**config.mk**
```make
export PLATFORM = sky130hd
export DESIGN_NAME = adder_regfile_mc
export DESIGN_NICKNAME = d
export VERILOG_FILES = /design/src/rtl/adder_regfile_mc.sv
export SDC_FILE = /design/constraint.sdc
export NUM_CORES = 1
export LEC_CHECK = 0
export CAP_MARGIN = 15
export CORE_AREA = 2 2 120 122
export DETAILED_ROUTE_END_ITERATION = 12
export DIE_AREA = 0 0 122 124
export PLACE_DENSITY = 0.8
export SLEW_MARGIN = 0
export SYNTH_ARGS = -nofsm -noshare
export SYNTH_HDL_FRONTEND = slang
export SYNTH_SLANG_ARGS = --single-unit
```
**constraint.sdc**
```tcl
create_clock -name ACLK -period 1.9 [get_ports ACLK]
set_clock_uncertainty 0.15 [all_clocks]
set_input_delay 0.19 -clock ACLK [delete_from_list [all_inputs] [get_ports ACLK]]
set_output_delay 0.19 -clock ACLK [all_outputs]
set_load 0.02 [all_outputs]
```
**src/rtl/adder_regfile_mc.sv**
```systemverilog
// adder_regfile_mc
//   Register file between the AMBA-style slave channels and the adder datapath.
//   It holds NUM_OPS operand registers, CTRL, STATUS and RESULT, and runs the
//   start/done handshake with the datapath.
//
// Ports
//   ACLK, ARST        clock, synchronous active-high reset
//   i_addr_wc/i_data_wc/i_strb_wc/i_en_amba_write
//                     write channel (word index, data, byte strobes, enable)
//   i_addr_rc         read word index
//   o_data_rc         registered read data (1-cycle latency)
//   o_start           one-cycle start pulse to the datapath
//   i_done/i_busr/i_carry
//                     datapath completion, result and carry-out
//   o_ops             operand registers, op0 in the LSBs
//   o_busy            operation in flight
//   o_irq             DONE & IRQ_EN
//
// Register map (word index)
//   0 CTRL   : [0] START (write-1 pulse, reads 0), [1] IRQ_EN
//   1 STATUS : [0] BUSY (RO), [1] DONE, [2] CARRY, [3] ERR (W1C)
//   2 RESULT : read-only
//   3..      : OP0..OP(NUM_OPS-1)
module adder_regfile_mc #(
   parameter int DATA_W  = 32,
   parameter int ADDR_W  = 32,
   parameter int NUM_OPS = 2
) (
   input  logic                      ACLK,
   input  logic                      ARST,
   input  logic [ADDR_W-1:0]         i_addr_wc,
   input  logic [DATA_W-1:0]         i_data_wc,
   input  logic [DATA_W/8-1:0]       i_strb_wc,
   input  logic                      i_en_amba_write,
   input  logic [ADDR_W-1:0]         i_addr_rc,
   output logic [DATA_W-1:0]         o_data_rc,
   output logic                      o_start,
   input  logic                      i_done,
   input  logic [DATA_W-1:0]         i_busr,
   input  logic                      i_carry,
   output logic [NUM_OPS*DATA_W-1:0] o_ops,
   output logic                      o_busy,
   output logic                      o_irq
);

   localparam int NB       = DATA_W / 8;
   localparam int OP_BASE  = 3;

   logic [NUM_OPS-1:0][DATA_W-1:0] ops_q, ops_d;
   logic [DATA_W-1:0]              result_q, result_d;
   logic [DATA_W-1:0]              rdata_q, rdata_d;
   logic                           irq_en_q, irq_en_d;
   logic                           busy_q, busy_d;
   logic                           done_q, done_d;
   logic                           carry_q, carry_d;
   logic                           err_q, err_d;
   logic                           start_q, start_d;

   logic                           wr_ctrl;
   logic                           wr_stat;

   // Control/status bits only respond to byte lane 0.
   assign wr_ctrl = i_en_amba_write && (i_addr_wc == ADDR_W'(0)) && i_strb_wc[0];
   assign wr_stat = i_en_amba_write && (i_addr_wc == ADDR_W'(1)) && i_strb_wc[0];

   // Next-state logic. Ordering matters: W1C clears are applied first so that
   // a same-cycle set (done capture, start error) overrides them.
   always_comb begin
      ops_d    = ops_q;
      result_d = result_q;
      irq_en_d = irq_en_q;
      busy_d   = busy_q;
      done_d   = done_q;
      carry_d  = carry_q;
      err_d    = err_q;
      start_d  = 1'b0;

      if (wr_stat) begin
         if (i_data_wc[1]) done_d  = 1'b0;
         if (i_data_wc[2]) carry_d = 1'b0;
         if (i_data_wc[3]) err_d   = 1'b0;
      end

      if (wr_ctrl) irq_en_d = i_data_wc[1];

      if (busy_q && i_done) begin
         result_d = i_busr;
         carry_d  = i_carry;
         done_d   = 1'b1;
         busy_d   = 1'b0;
      end

      // START is judged against the registered state, so a START coinciding
      // with i_done is still an error.
      if (wr_ctrl && i_data_wc[0]) begin
         if (busy_q) begin
            err_d = 1'b1;
         end else begin
            start_d = 1'b1;
            busy_d  = 1'b1;
            done_d  = 1'b0;
            carry_d = 1'b0;
            err_d   = 1'b0;
         end
      end

      // Operands are frozen while an operation is in flight.
      for (int k = 0; k < NUM_OPS; k++) begin
         if (i_en_amba_write && (i_addr_wc == ADDR_W'(k + OP_BASE))) begin
            if (busy_q) begin
               err_d = 1'b1;
            end else begin
               for (int b = 0; b < NB; b++) begin
                  if (i_strb_wc[b]) ops_d[k][8*b +: 8] = i_data_wc[8*b +: 8];
               end
            end
         end
      end
   end

   // Read mux works on registered state, giving pre-write data on collisions.
   always_comb begin
      rdata_d = '0;
      if (i_addr_rc == ADDR_W'(0)) begin
         rdata_d[1] = irq_en_q;
      end else if (i_addr_rc == ADDR_W'(1)) begin
         rdata_d[3:0] = {err_q, carry_q, done_q, busy_q};
      end else if (i_addr_rc == ADDR_W'(2)) begin
         rdata_d = result_q;
      end else begin
         for (int k = 0; k < NUM_OPS; k++) begin
            if (i_addr_rc == ADDR_W'(k + OP_BASE)) rdata_d = ops_q[k];
         end
      end
   end

   always_ff @(posedge ACLK) begin
      if (ARST) begin
         ops_q    <= '0;
         result_q <= '0;
         rdata_q  <= '0;
         irq_en_q <= 1'b0;
         busy_q   <= 1'b0;
         done_q   <= 1'b0;
         carry_q  <= 1'b0;
         err_q    <= 1'b0;
         start_q  <= 1'b0;
      end else begin
         ops_q    <= ops_d;
         result_q <= result_d;
         rdata_q  <= rdata_d;
         irq_en_q <= irq_en_d;
         busy_q   <= busy_d;
         done_q   <= done_d;
         carry_q  <= carry_d;
         err_q    <= err_d;
         start_q  <= start_d;
      end
   end

   assign o_data_rc = rdata_q;
   assign o_start   = start_q;
   assign o_busy    = busy_q;
   assign o_ops     = ops_q;
   assign o_irq     = done_q & irq_en_q;

endmodule

```
==> impl_results.html <==
<table>
<tr><th>Metric</th><th>Value</th></tr>
<tr><th colspan="2">Worst setup path</th></tr>
<tr><td>R2r endpoint</td><td>o_ops[32]</td></tr>
<tr><td>Arrival @ worst endpoint</td><td>1.95 ns</td></tr>
<tr><td>Data required time at the worst endpoint</td><td>2.03 ns</td></tr>
<tr><td>Master of the slowest instance on the critical path</td><td>sky130_fd_sc_hd__or4b_1</td></tr>
<tr><td>Chain of cells forming the critical path</td><td>or4b_1, o31ai_1, a21oi_1</td></tr>
<tr><td>Buf+Inv Stages, Crit Path</td><td>0</td></tr>
<tr><td>R2R cell count</td><td>3</td></tr>
<tr><td>Kind of launch point of the worst setup path</td><td>flop</td></tr>
<tr><td>Crit-path max FO</td><td>8</td></tr>
<tr><td>Crit-path leading delay family</td><td>simple AND/OR/NAND/NOR gates</td></tr>
<tr><td>Worst reg2reg setup slack</td><td>0.08 ns</td></tr>
<tr><td>FF-to-FF Start</td><td>o_busy</td></tr>
<tr><td>Critical path class</td><td>reg2reg</td></tr>
<tr><td>Crit. End Element</td><td>flop</td></tr>
<tr><td>Worst path max stage delay</td><td>0.71 ns</td></tr>
<tr><th colspan="2">Worst hold path</th></tr>
<tr><td>Worst hold path stage count</td><td>3</td></tr>
<tr><td>Hold wc startpoint</td><td>i_busr[21]</td></tr>
<tr><td>Class of the tightest hold or removal check</td><td>in2reg</td></tr>
<tr><td>Hold Path End</td><td>result_q[21]</td></tr>
<tr><th colspan="2">Route</th></tr>
<tr><td>Routed Wire Length</td><td>20,500 um</td></tr>
<tr><td>DRC errors left</td><td>0</td></tr>
<tr><td>Initial DRC Count</td><td>515</td></tr>
<tr><td>Via count</td><td>6,407</td></tr>
<tr><td>Ratio of routed vias to standard cells</td><td>5.69</td></tr>
<tr><td>Routed wirelength normalized by instance count</td><td>18.2 um</td></tr>
<tr><td>Final antenna-violating net count</td><td>0</td></tr>
<tr><td>First-pass DRT Iterations</td><td>7</td></tr>
<tr><th colspan="2">Layout</th></tr>
<tr><td>Final standard cell count with taps included and fillers excluded</td><td>1,126</td></tr>
<tr><td>Diode count</td><td>0</td></tr>
<tr><td>Final net count</td><td>1,070</td></tr>
<tr><td>Area Growth Syn to Fin</td><td>56.8%</td></tr>
<tr><td>Share of cells above drive strength 1</td><td>0.110</td></tr>
<tr><td>Summed area of non-filler cells in the final layout</td><td>9360 um^2</td></tr>
<tr><td>Fill cell count</td><td>1,110</td></tr>
<tr><th colspan="2">Outcome</th></tr>
<tr><td>Result of the run</td><td>finished clean</td></tr>
<tr><th colspan="2">Place</th></tr>
<tr><td>Post-DP HPWL</td><td>14,700 um</td></tr>
<tr><td>Worst slack at placement</td><td>-0.282 ns</td></tr>
<tr><td>Count of placed standard cells including taps</td><td>1,093</td></tr>
<tr><td>RD Place Congestion</td><td>0.867</td></tr>
<tr><td>Standard cell area after detailed placement</td><td>8740 um^2</td></tr>
<tr><td>Number of port buffers</td><td>235</td></tr>
<tr><th colspan="2">Power and ir drop</th></tr>
<tr><td>Maximum VDD drop</td><td>0.535 mV</td></tr>
<tr><td>Pwr/cell area</td><td>718 nW/um^2</td></tr>
<tr><td>Leakage power</td><td>3.15 nW</td></tr>
<tr><th colspan="2">Global routing</th></tr>
<tr><td>Number of global-route vias before repair</td><td>6,157</td></tr>
<tr><td>Global-route congestion overflow total</td><td>0</td></tr>
<tr><td>Largest net degree at the start of global routing</td><td>66</td></tr>
<tr><td>First-pass GRT wire length</td><td>32,100 um</td></tr>
<tr><td>Initial antenna violation count</td><td>0</td></tr>
<tr><td>GRT Total Usage</td><td>0.272</td></tr>
<tr><th colspan="2">Floorplanning</th></tr>
<tr><td>Core box area</td><td>13,700 um^2</td></tr>
<tr><td>Initial core utilization</td><td>0.435</td></tr>
<tr><td>IO Pins</td><td>236</td></tr>
<tr><td>Die Height</td><td>124 um</td></tr>
<tr><td>Die outline area</td><td>15,100 um^2</td></tr>
<tr><td>Site Rows</td><td>43</td></tr>
<tr><td>Die X-Extent</td><td>122 um</td></tr>
<tr><th colspan="2">Timing</th></tr>
<tr><td>Hold violation count in the final report</td><td>0</td></tr>
<tr><td>Slew of the pin with the lowest slew margin</td><td>0.525 ns</td></tr>
<tr><td>Final min period</td><td>1.82 ns</td></tr>
<tr><td>Final-report max-slew violation count</td><td>0</td></tr>
<tr><td>Achievable clock frequency</td><td>550 MHz</td></tr>
<tr><td>Total of endpoints with negative setup slack in the final report</td><td>0</td></tr>
<tr><td>Worst max-slew margin expressed relative to the limit</td><td>0.650</td></tr>
<tr><td>Period Utilization, post-route</td><td>0.956</td></tr>
<tr><td>Unrepaired setup endpoints after global routing</td><td>no</td></tr>
<tr><td>Final worst setup slack</td><td>0.0829 ns</td></tr>
<tr><th colspan="2">Clocking</th></tr>
<tr><td>Post-CTS Repair Setup Buffers</td><td>0</td></tr>
<tr><td>Root buffer cell</td><td>sky130_fd_sc_hd__clkbuf_16</td></tr>
<tr><td>H-tree depth reported by CTS</td><td>4</td></tr>
<tr><td>Clock tree from TritonCTS</td><td>yes</td></tr>
<tr><td>Clk buf depth</td><td>2</td></tr>
<tr><td>Clk pin slew, worst setup/hold paths</td><td>0.06 ns</td></tr>
<tr><td>Insertion delay of the later-clocked pin in the worst-skew pair</td><td>0.42 ns</td></tr>
<tr><td>TritonCTS Buffers</td><td>17</td></tr>
<tr><td>Total clock sinks</td><td>134</td></tr>
<tr><th colspan="2">Yosys</th></tr>
<tr><td>Average size of a mapped cell</td><td>8.57 um^2</td></tr>
<tr><td>FF+latch count, synth</td><td>134</td></tr>
<tr><td>Portion of the post-synthesis area used by sequential elements</td><td>0.450</td></tr>
<tr><td>Number of distinct standard cells referenced by the synthesized netlist</td><td>37</td></tr>
<tr><td>Mapped cell area</td><td>5970 um^2</td></tr>
<tr><td>Net count after synthesis</td><td>833</td></tr>
<tr><td>Number of cells produced by synthesis</td><td>696</td></tr>
<tr><td>Synth warnings</td><td>0</td></tr>
<tr><th colspan="2">Run</th></tr>
<tr><td>Max cap viols</td><td>0</td></tr>
</table>
-- cell families (layout without fill, tap and decap cells) --
| group | count (synthesis) | count (layout) | share of synthesized area |
|---|---|---|---|
| flops | 134 | 134 | 0.450 |
| mux | 34 | 34 | 0.0579 |
| simple gates | 250 | 250 | 0.223 |
| compound gates | 206 | 206 | 0.208 |
| buf+inv | 72 | 322 | 0.0616 |
-- area by class of cell --
| type | instances | area, um^2 | share of cell area |
|---|---|---|---|
| Clock buffer | 23 | 488 | 0.0521 |
| Tap cell | 180 | 225 | 0.0241 |
| Multi-Input combinational cell | 490 | 2920 | 0.312 |
| Timing Repair Buffer | 288 | 2910 | 0.311 |
| Clock inverter | 9 | 123 | 0.0131 |
| Sequential cell | 134 | 2680 | 0.287 |
| Inverter | 2 | 7.51 | 0.000802 |
-- worst register-to-register path: cells and delay by family (launching register included) --
kind | cells | cell delay, ns
AO/OA/AOI/OAI | 2 | 0.44
AND/OR/NAND/NOR | 1 | 0.71
flip-flops | 1 | 0.37
-- power breakdown --
part           total [mW]  switching [mW]  leakage (nW)  internal (mW)
Combinational       0.521           0.200          1.77          0.320
Clock                3.39            1.20         0.303           2.19
Sequential           2.81  0.000000000160          1.08           2.81
-- repair_timing --
item	CTS	global route
hold endpoints to repair	9	0
hold buffers	1	0
gates resized for setup	1	1
pin swaps	0	0
endpoints found under the setup margin	1	1
-- metal layers --
metal,global-route usage,up-vias,share of wire
met5,0,-,0
met4,0.110,0,0.024
met3,0.0687,40,0.087
met2,0.456,314,0.48
met1,0.335,3006,0.41
li1,-,3047,-
-- flip-flops by register name, indices dropped and copies added (netlist names) --
name / count
carry_q: 1
done_q: 1
err_q: 1
irq_en_q: 1
o_busy: 1
o_data_rc: 32
o_ops: 64
o_start: 1
result_q: 32
-- through the flow --
step,TNS (ns),power [mW],util,hold WS [ns]
after floorplan,0,3.01,-,0.176
after global placement,-15.68,3.38,0.637,0.291
after detailed placement,-17.61,3.39,0.637,0.297
after CTS,0,6.75,0.682,0.158
after global routing,0,6.92,0.682,0.165
final,0,6.72,0.682,0.168
-- synth_stat cells, drive strengths merged --
| cell type | number | area share |
|---|---|---|
| dfxtp | 134 | 0.45 |
| buf | 42 | 0.043 |
| nand2b | 3 | 0.0044 |
| nand3b | 5 | 0.0069 |
| clkbuf | 28 | 0.018 |
| a211oi | 2 | 0.0025 |
| a2bb2oi | 3 | 0.0044 |
| a32o | 1 | 0.0017 |
| nor4b | 3 | 0.0090 |
| nor2 | 64 | 0.040 |
| nor2b | 1 | 0.0010 |
| mux2i | 30 | 0.050 |
| a22oi | 3 | 0.0038 |
| and4 | 3 | 0.0044 |
| a21oi | 128 | 0.11 |
| nand4 | 70 | 0.073 |
| a31o | 3 | 0.0044 |
| inv | 2 | 0.0013 |
| nor3 | 3 | 0.0025 |
| nor3b | 7 | 0.012 |
| or4 | 1 | 0.0013 |
| a2111oi | 1 | 0.0015 |
| o31ai | 65 | 0.083 |
| or4b | 1 | 0.0017 |
| nor4 | 12 | 0.013 |
| and3 | 2 | 0.0021 |
| mux2 | 4 | 0.0075 |
| and2 | 5 | 0.0052 |
| and3b | 2 | 0.0029 |
| nand2 | 68 | 0.043 |
-- how the worst max path moves through the flow --
stage / from / end / depth (start not counted)
global route: i_addr_wc[9] / o_ops[29] / 6
finish: o_busy / o_ops[32] / 3
detailed placement: i_addr_wc[9] / o_ops[18] / 7
floorplan: o_busy / o_ops[32] / 5
global placement: i_addr_wc[9] / o_ops[38] / 6
CTS: done_q / o_irq / 2
-- placed cells by master, fill, tap and decap left out, types with 3 or more instances in the layout --
cell type / count
sky130_fd_sc_hd__a21oi_1: 128
sky130_fd_sc_hd__nand4_1: 70
sky130_fd_sc_hd__mux2_2: 4
sky130_fd_sc_hd__bufinv_16: 3
sky130_fd_sc_hd__dfxtp_1: 134
sky130_fd_sc_hd__clkdlybuf4s50_1: 231
sky130_fd_sc_hd__clkbuf_8: 4
sky130_fd_sc_hd__clkbuf_16: 17
sky130_fd_sc_hd__and2_1: 5
sky130_fd_sc_hd__o31ai_1: 64
sky130_fd_sc_hd__clkinv_2: 5
sky130_fd_sc_hd__nor2_1: 64
sky130_fd_sc_hd__nand2_1: 68
sky130_fd_sc_hd__mux2i_1: 30
sky130_fd_sc_hd__a31o_2: 3
sky130_fd_sc_hd__a2bb2oi_1: 3
sky130_fd_sc_hd__nor3_1: 3
sky130_fd_sc_hd__nand3b_1: 4
sky130_fd_sc_hd__buf_12: 13
sky130_fd_sc_hd__nor3b_2: 5
sky130_fd_sc_hd__nor4_1: 12
sky130_fd_sc_hd__a22oi_1: 3
sky130_fd_sc_hd__buf_4: 40
(Power assumes the default switching activity.)
